`src/rtl/param_sorter.sv`:
```
// Parametrised load / odd-even transposition sort / stream block: N words of W bits.
// Optional SORTER_DUP_FLAG_EN adds a dup_flag output marking repeats of the previous streamed word.
module param_sorter #(
    parameter  int N    = 4,
    parameter  int W    = 4,
    localparam int IDXW = $clog2(N)
) (
    input  logic            clk,
    input  logic            rst_n,
    input  logic            load_en,
    input  logic [IDXW-1:0] load_idx,
    input  logic [W-1:0]    load_data,
    input  logic            start,
    input  logic            descend,
    output logic            busy,
    output logic            out_valid,
    output logic [W-1:0]    out_data,
    output logic [IDXW-1:0] out_idx,
    output logic            done
`ifdef SORTER_DUP_FLAG_EN
    ,
    output logic            dup_flag
`endif
);

    localparam logic [1:0] S_IDLE   = 2'd0;
    localparam logic [1:0] S_SORT   = 2'd1;
    localparam logic [1:0] S_STREAM = 2'd2;
    localparam logic [1:0] S_DONE   = 2'd3;

    localparam logic [IDXW-1:0] LAST = IDXW'(N - 1);

    logic [1:0]      state_q, state_d;
    logic [IDXW-1:0] phase_q, phase_d;
    logic [IDXW-1:0] k_q, k_d;
    logic            desc_q, desc_d;
    logic [W-1:0]    entry_q [N];
    logic [W-1:0]    entry_d [N];
    logic            busy_q, busy_d;
    logic            out_valid_q, out_valid_d;
    logic [W-1:0]    out_data_q, out_data_d;
    logic [IDXW-1:0] out_idx_q, out_idx_d;
    logic            done_q, done_d;
`ifdef SORTER_DUP_FLAG_EN
    logic            dup_q, dup_d;
`endif

    always_comb begin
        // NOTE: every variable gets a default before the case so no path leaves one unassigned (no latches).
        state_d     = state_q;
        phase_d     = phase_q;
        k_d         = k_q;
        desc_d      = desc_q;
        entry_d     = entry_q;
        busy_d      = (state_q == S_SORT) || (state_q == S_STREAM);
        out_valid_d = 1'b0;
        out_data_d  = out_data_q;
        out_idx_d   = out_idx_q;
        done_d      = (state_q == S_DONE);
`ifdef SORTER_DUP_FLAG_EN
        dup_d       = 1'b0;
`endif
        case (state_q)
            S_IDLE: begin
                if (load_en) begin
                    if (int'(load_idx) < N) entry_d[load_idx] = load_data;
                end else if (start) begin
                    desc_d  = descend;
                    phase_d = '0;
                    state_d = S_SORT;
                end
            end
            S_SORT: begin
                // Pairs start at index 0 on even phases and index 1 on odd phases; equal words never swap.
                for (int i = 0; i < N - 1; i++) begin
                    if ((i % 2) == int'(phase_q[0])) begin
                        if (desc_q ? (entry_q[i] < entry_q[i+1]) : (entry_q[i] > entry_q[i+1])) begin
                            entry_d[i]   = entry_q[i+1];
                            entry_d[i+1] = entry_q[i];
                        end
                    end
                end
                phase_d = phase_q + IDXW'(1);
                if (phase_q == LAST) begin
                    phase_d = '0;
                    k_d     = '0;
                    state_d = S_STREAM;
                end
            end
            S_STREAM: begin
                out_valid_d = 1'b1;
                out_data_d  = entry_q[k_q];
                out_idx_d   = k_q;
`ifdef SORTER_DUP_FLAG_EN
                dup_d       = (k_q != '0) && (entry_q[k_q] == out_data_q);
`endif
                k_d = k_q + IDXW'(1);
                if (k_q == LAST) begin
                    k_d     = '0;
                    state_d = S_DONE;
                end
            end
            default: state_d = S_IDLE;
        endcase
    end

    always_ff @(posedge clk) begin
        // NOTE: state uses non-blocking assignments so every register samples pre-edge values.
        if (!rst_n) begin
            state_q     <= S_IDLE;
            phase_q     <= '0;
            k_q         <= '0;
            desc_q      <= 1'b0;
            busy_q      <= 1'b0;
            out_valid_q <= 1'b0;
            out_data_q  <= '0;
            out_idx_q   <= '0;
            done_q      <= 1'b0;
`ifdef SORTER_DUP_FLAG_EN
            dup_q       <= 1'b0;
`endif
            // NOTE: the entry array is deliberately reset; a restart after reset must stream zeros.
            for (int i = 0; i < N; i++) entry_q[i] <= '0;
        end else begin
            state_q     <= state_d;
            phase_q     <= phase_d;
            k_q         <= k_d;
            desc_q      <= desc_d;
            busy_q      <= busy_d;
            out_valid_q <= out_valid_d;
            out_data_q  <= out_data_d;
            out_idx_q   <= out_idx_d;
            done_q      <= done_d;
`ifdef SORTER_DUP_FLAG_EN
            dup_q       <= dup_d;
`endif
            entry_q     <= entry_d;
        end
    end

    assign busy      = busy_q;
    assign out_valid = out_valid_q;
    assign out_data  = out_data_q;
    assign out_idx   = out_idx_q;
    assign done      = done_q;
`ifdef SORTER_DUP_FLAG_EN
    assign dup_flag  = dup_q;
`endif

endmodule

```
`config.mk`:
```
export PLATFORM = sky130hd
export DESIGN_NAME = param_sorter
export DESIGN_NICKNAME = d
export VERILOG_FILES = /design/src/rtl/param_sorter.sv
export SDC_FILE = /design/constraint.sdc
export NUM_CORES = 1
export LEC_CHECK = 0
export CAP_MARGIN = 0
export CORE_MARGIN = 5
export CORE_UTILIZATION = 60
export DETAILED_ROUTE_END_ITERATION = 6
export HOLD_SLACK_MARGIN = 0.03
export PLACE_DENSITY_LB_ADDON = 0.12
export SLEW_MARGIN = 0
export SYNTH_ARGS = -nofsm -noshare
export SYNTH_HDL_FRONTEND = slang
export SYNTH_SLANG_ARGS = --single-unit
```
`constraint.sdc`:
```
create_clock -name clk -period 5.4 [get_ports clk]
set_clock_uncertainty 0.2 [all_clocks]
set_input_delay 0.54 -clock clk [delete_from_list [all_inputs] [get_ports clk]]
set_output_delay 0.54 -clock clk [all_outputs]
set_load 0.02 [all_outputs]
```
==> reports/results.env <==
STATUS='finished clean'
POWER_DENSITY_nW_PER_UM2=527
GROUTE.USAGE.OVERALL_PCT=23.5
POST-CTS-SETUP-BUFFER-COUNT=0
YOSYS_REGISTER_BITS=32
DIODES=0
STATIC-LEAKAGE-POWER_nW=0.913
CRIT_CHAIN='inv_1, ha_1, nor2b_1, o211ai_1, and3_1, a31o_1, nor2b_1, a221oi_1'
SETUP-TNS-FINAL_NS=0
LAYOUT.NETS=269
AREA_DELTA_SYNTH_FINAL_PCT=13.0
SLOWEST_CP_CELL='sky130_fd_sc_hd__nor2b_1'
FINAL_CORE_UTIL_PCT=70.0
CTSRESIZECOUNT=0
WORSTPATHMAXFANOUT=8
SYNTH-WARNING-COUNT=0
CRITICAL_PATH.MAX_STAGE_DELAY_NS=0.60
PRE_CTS_SLACK_NS=2.64
FIRST_ITER_VIOLATIONS=126
NUMBER_OF_PLACED_INSTANCES_TAPS_INCLUDED=278
MAPPEDNETLISTNETS=252
RSZ0062_AT_GRT='no'
POST_DRT_VIA_CELL_RATIO=6.23
CTS_HOLD_BUFFERS=0
TIMING.FINAL.WS_SETUP_NS=2.81
DRIVE_GT1_SHARE_PCT=7.92
GRT_START_MAX_NET_PINS=33
GRT_PASS1_WL_UM=8180
FLOORPLAN.DIE.HEIGHT_UM=68.7
DETAIL_ROUTE.DRC_VIOLATIONS=0
DIE_AREA_UM2=4720
PLACEMENT.IO_BUFFERS=19
DESIGN.CORE.AREA_UM2=3340
CRITPATHMOSTFREQUENTCELL='sky130_fd_sc_hd__nor2b_1'
SYNTH_TOP_AREA_SHARE_PCT=31.0
WORSTPATHREQUIRED_NS=5.39
DRV_CAP=0
CTS.SINK_COUNT=32
POST_SYNTH_MAIN_AREA_CONTRIBUTORS='sky130_fd_sc_hd__dfxtp_1 31%, sky130_fd_sc_hd__ha_1 11%, sky130_fd_sc_hd__mux2i_1 8.2%'
CRIT_PATH_START_KIND='register'
GRT_OVERFLOW_TOTAL=0
IOS=20
NETLIST_AREA_UM2=2070
ROUTED_WIRELENGTH_UM=4950
WORSTPATHARRIVAL_NS=2.58
FINALCRITPERIODSHARE_PCT=48.0
IR_WORST_VDD_V=0.000366
NUM_ROWS=21
POST_SYNTH_INST_COUNT=222
TRITONCTS='yes'
WORSTSETUPPATHTYPE='register to register'
R2R_SLACK_NS=2.81
CP_TOP_FAMILY='simple AND/OR/NAND/NOR gates'
GLOBALPLACE.CONGESTION=0.908
WORSTPATHBUFFERINVERTERCOUNT=1
YOSYSTOPAREACELL='sky130_fd_sc_hd__dfxtp_1'
MAXSLEWHEADROOM_PCT=38.4
HOLD_PATH_CLASS='register to register'
FIRST_GLOBAL_VIAS=1710
CTS.PATH.MAX_BUFFERS=2
HOLD_VIOL=0
WL_PER_CELL_UM=17.3
SYNTH.YOSYS.SEQ_AREA_SHARE_PCT=31.0
SETUP-VIOLATIONS-FINAL=0
INITIAL_STANDARD_CELL_UTILIZATION_OF_THE_CORE_PCT=62.0
FINAL_MAX_SLEW_VIOL_COUNT=0
TOTALPOWERFINAL_mW=1.23
DP.FINAL_HPWL_UM=3790
H-TREE-DEPTH=2
DIE_WIDTH_UM=68.7
DRT_FIRST_PASS_ITERS=5
FINISHED_LAYOUT_CELLS=286
POSTROUTEANTENNANETS=0
VIAS=1781
GRT_ANTENNA_BEFORE_REPAIR=0
YS_TYPES=38
MAX_FREQ_MHz=386
ROOT_BUFFER='sky130_fd_sc_hd__clkbuf_4'
CLKLATENCYLATEPIN_NS=0.33
TRITONCTS.NUM_BUFFERS=5
TIMING_WORST_SLEW_PIN_VALUE_NS=0.921
SYNTH.AVG_CELL_AREA_UM2=9.32
ENDPOINT_KIND='register'
CLKSLEWWORSTSETUPHOLDPATHS_NS=0.11
TIMING.FINAL.CRIT_PERIOD_NS=2.59
## layout make-up
class                      count  area (um^2)
multi-input combinational    161         1320
fill                         277         1000
sequential                    32          641
timing repair buffer          19          190
inverter                      20         75.1
tap                           46         57.6
clock buffer                   5         37.5
clock inverter                 3         18.8
## Yosys cell counts
cell,count
sky130_fd_sc_hd__nand2_1,15
sky130_fd_sc_hd__inv_1,19
sky130_fd_sc_hd__a21oi_1,4
sky130_fd_sc_hd__dfxtp_1,32
sky130_fd_sc_hd__nor2b_1,15
sky130_fd_sc_hd__a221oi_2,4
sky130_fd_sc_hd__o21ai_0,6
sky130_fd_sc_hd__o21ai_1,3
sky130_fd_sc_hd__nor2_1,17
sky130_fd_sc_hd__and2_1,3
sky130_fd_sc_hd__o221a_1,4
sky130_fd_sc_hd__ha_1,19
sky130_fd_sc_hd__buf_2,1
sky130_fd_sc_hd__mux2i_1,17
sky130_fd_sc_hd__clkbuf_1,8
sky130_fd_sc_hd__o2111ai_1,1
sky130_fd_sc_hd__o211ai_1,1
sky130_fd_sc_hd__a211oi_1,1
sky130_fd_sc_hd__mux4_2,4
sky130_fd_sc_hd__o21a_1,4
sky130_fd_sc_hd__a221oi_1,7
sky130_fd_sc_hd__nor3_1,1
sky130_fd_sc_hd__o41ai_4,1
sky130_fd_sc_hd__nand4_1,2
sky130_fd_sc_hd__nand3_1,1
sky130_fd_sc_hd__and3_1,3
sky130_fd_sc_hd__nand2b_1,4
sky130_fd_sc_hd__nor3b_1,1
sky130_fd_sc_hd__o31a_1,1
sky130_fd_sc_hd__o221ai_1,4
sky130_fd_sc_hd__a31o_1,1
sky130_fd_sc_hd__or2_2,1
sky130_fd_sc_hd__a32oi_1,5
sky130_fd_sc_hd__a21boi_0,1
sky130_fd_sc_hd__mux2_1,1
sky130_fd_sc_hd__inv_2,1
sky130_fd_sc_hd__o311ai_0,8
sky130_fd_sc_hd__and3b_1,1
## logic make-up (layout without fill, tap and decap cells)
logic type,after synthesis,after routing,share of synthesized area (%)
muxes,22,22,13.1
adders and majority gates,19,19,11.5
DFF,32,32,31.0
and+or+nand+nor,64,64,15.5
AOI/OAI and AO/OA,56,56,23.5
buffers and inverters,29,47,5.32
## metrics by stage
stage / area (um^2) / hold slack (ns)
4_1_cts: 2340 / 0.334
3_5_place_dp: 2280 / 0.308
6_report: 2340 / 0.331
5_1_grt: 2340 / 0.361
2_1_floorplan: 2070 / 0.280
3_3_place_gp: 2280 / 0.294
## worst reg2reg max path: cells and delay by family (launching register included)
| family | cells | cell delay, ns |
|---|---|---|
| flops | 1 | 0.40 |
| simple gates | 3 | 0.92 |
| compound gates | 3 | 0.52 |
| buf+inv | 1 | 0.11 |
| fa+ha+maj | 1 | 0.31 |
## layer usage
| layer | vias to the layer above | part of all wire (%) | track usage [%] |
|---|---|---|---|
| met2 | 75 | 46 | 38.1 |
| met3 | 10 | 6.8 | 4.86 |
| met4 | 0 | 1.9 | 9.73 |
| met5 | - | 0 | 0 |
| li1 | 866 | - | - |
| met1 | 830 | 45 | 30.3 |
## flip-flops by register name, indices dropped and copies added, names as in the netlist
signal and cells:
done 1, out_idx 2, state_q 2, desc_q 1, out_data 4, k_q 2, busy 1, entry_q 16
out_valid 1, phase_q 2
## final timing paths
kind | startpoint | cells past startpoint | endpoint
worst max-delay path | entry_q[1] | 8 | entry_q[2]
worst min-delay path | out_data[0] | 2 | out_data[0]
worst max register to register | entry_q[1] | 8 | entry_q[2]
worst min register to register | out_data[0] | 2 | out_data[0]
## placed cells by master, fill, tap and decap left out, types with 5 or more instances in the layout
cell type / Yosys / final
sky130_fd_sc_hd__nand2_1: 15 / 15
sky130_fd_sc_hd__a32oi_1: 5 / 5
sky130_fd_sc_hd__nor2_1: 17 / 17
sky130_fd_sc_hd__o311ai_0: 8 / 8
sky130_fd_sc_hd__mux2i_1: 17 / 17
sky130_fd_sc_hd__a221oi_1: 7 / 7
sky130_fd_sc_hd__clkdlybuf4s50_1: 0 / 19
sky130_fd_sc_hd__dfxtp_1: 32 / 32
sky130_fd_sc_hd__ha_1: 19 / 19
sky130_fd_sc_hd__clkbuf_4: 0 / 5
sky130_fd_sc_hd__inv_1: 19 / 19
sky130_fd_sc_hd__nor2b_1: 15 / 15
sky130_fd_sc_hd__o21ai_0: 6 / 6
## power by group
| part | leakage [nW] | switching [mW] | total [mW] | internal, mW |
|---|---|---|---|---|
| registers | 0.260 | 0.0937 | 0.391 | 0.298 |
| logic | 0.618 | 0.397 | 0.704 | 0.307 |
| clock network | 0.0349 | 0.0857 | 0.136 | 0.0499 |
No activity file was read; power rests on OpenSTA's default activity.
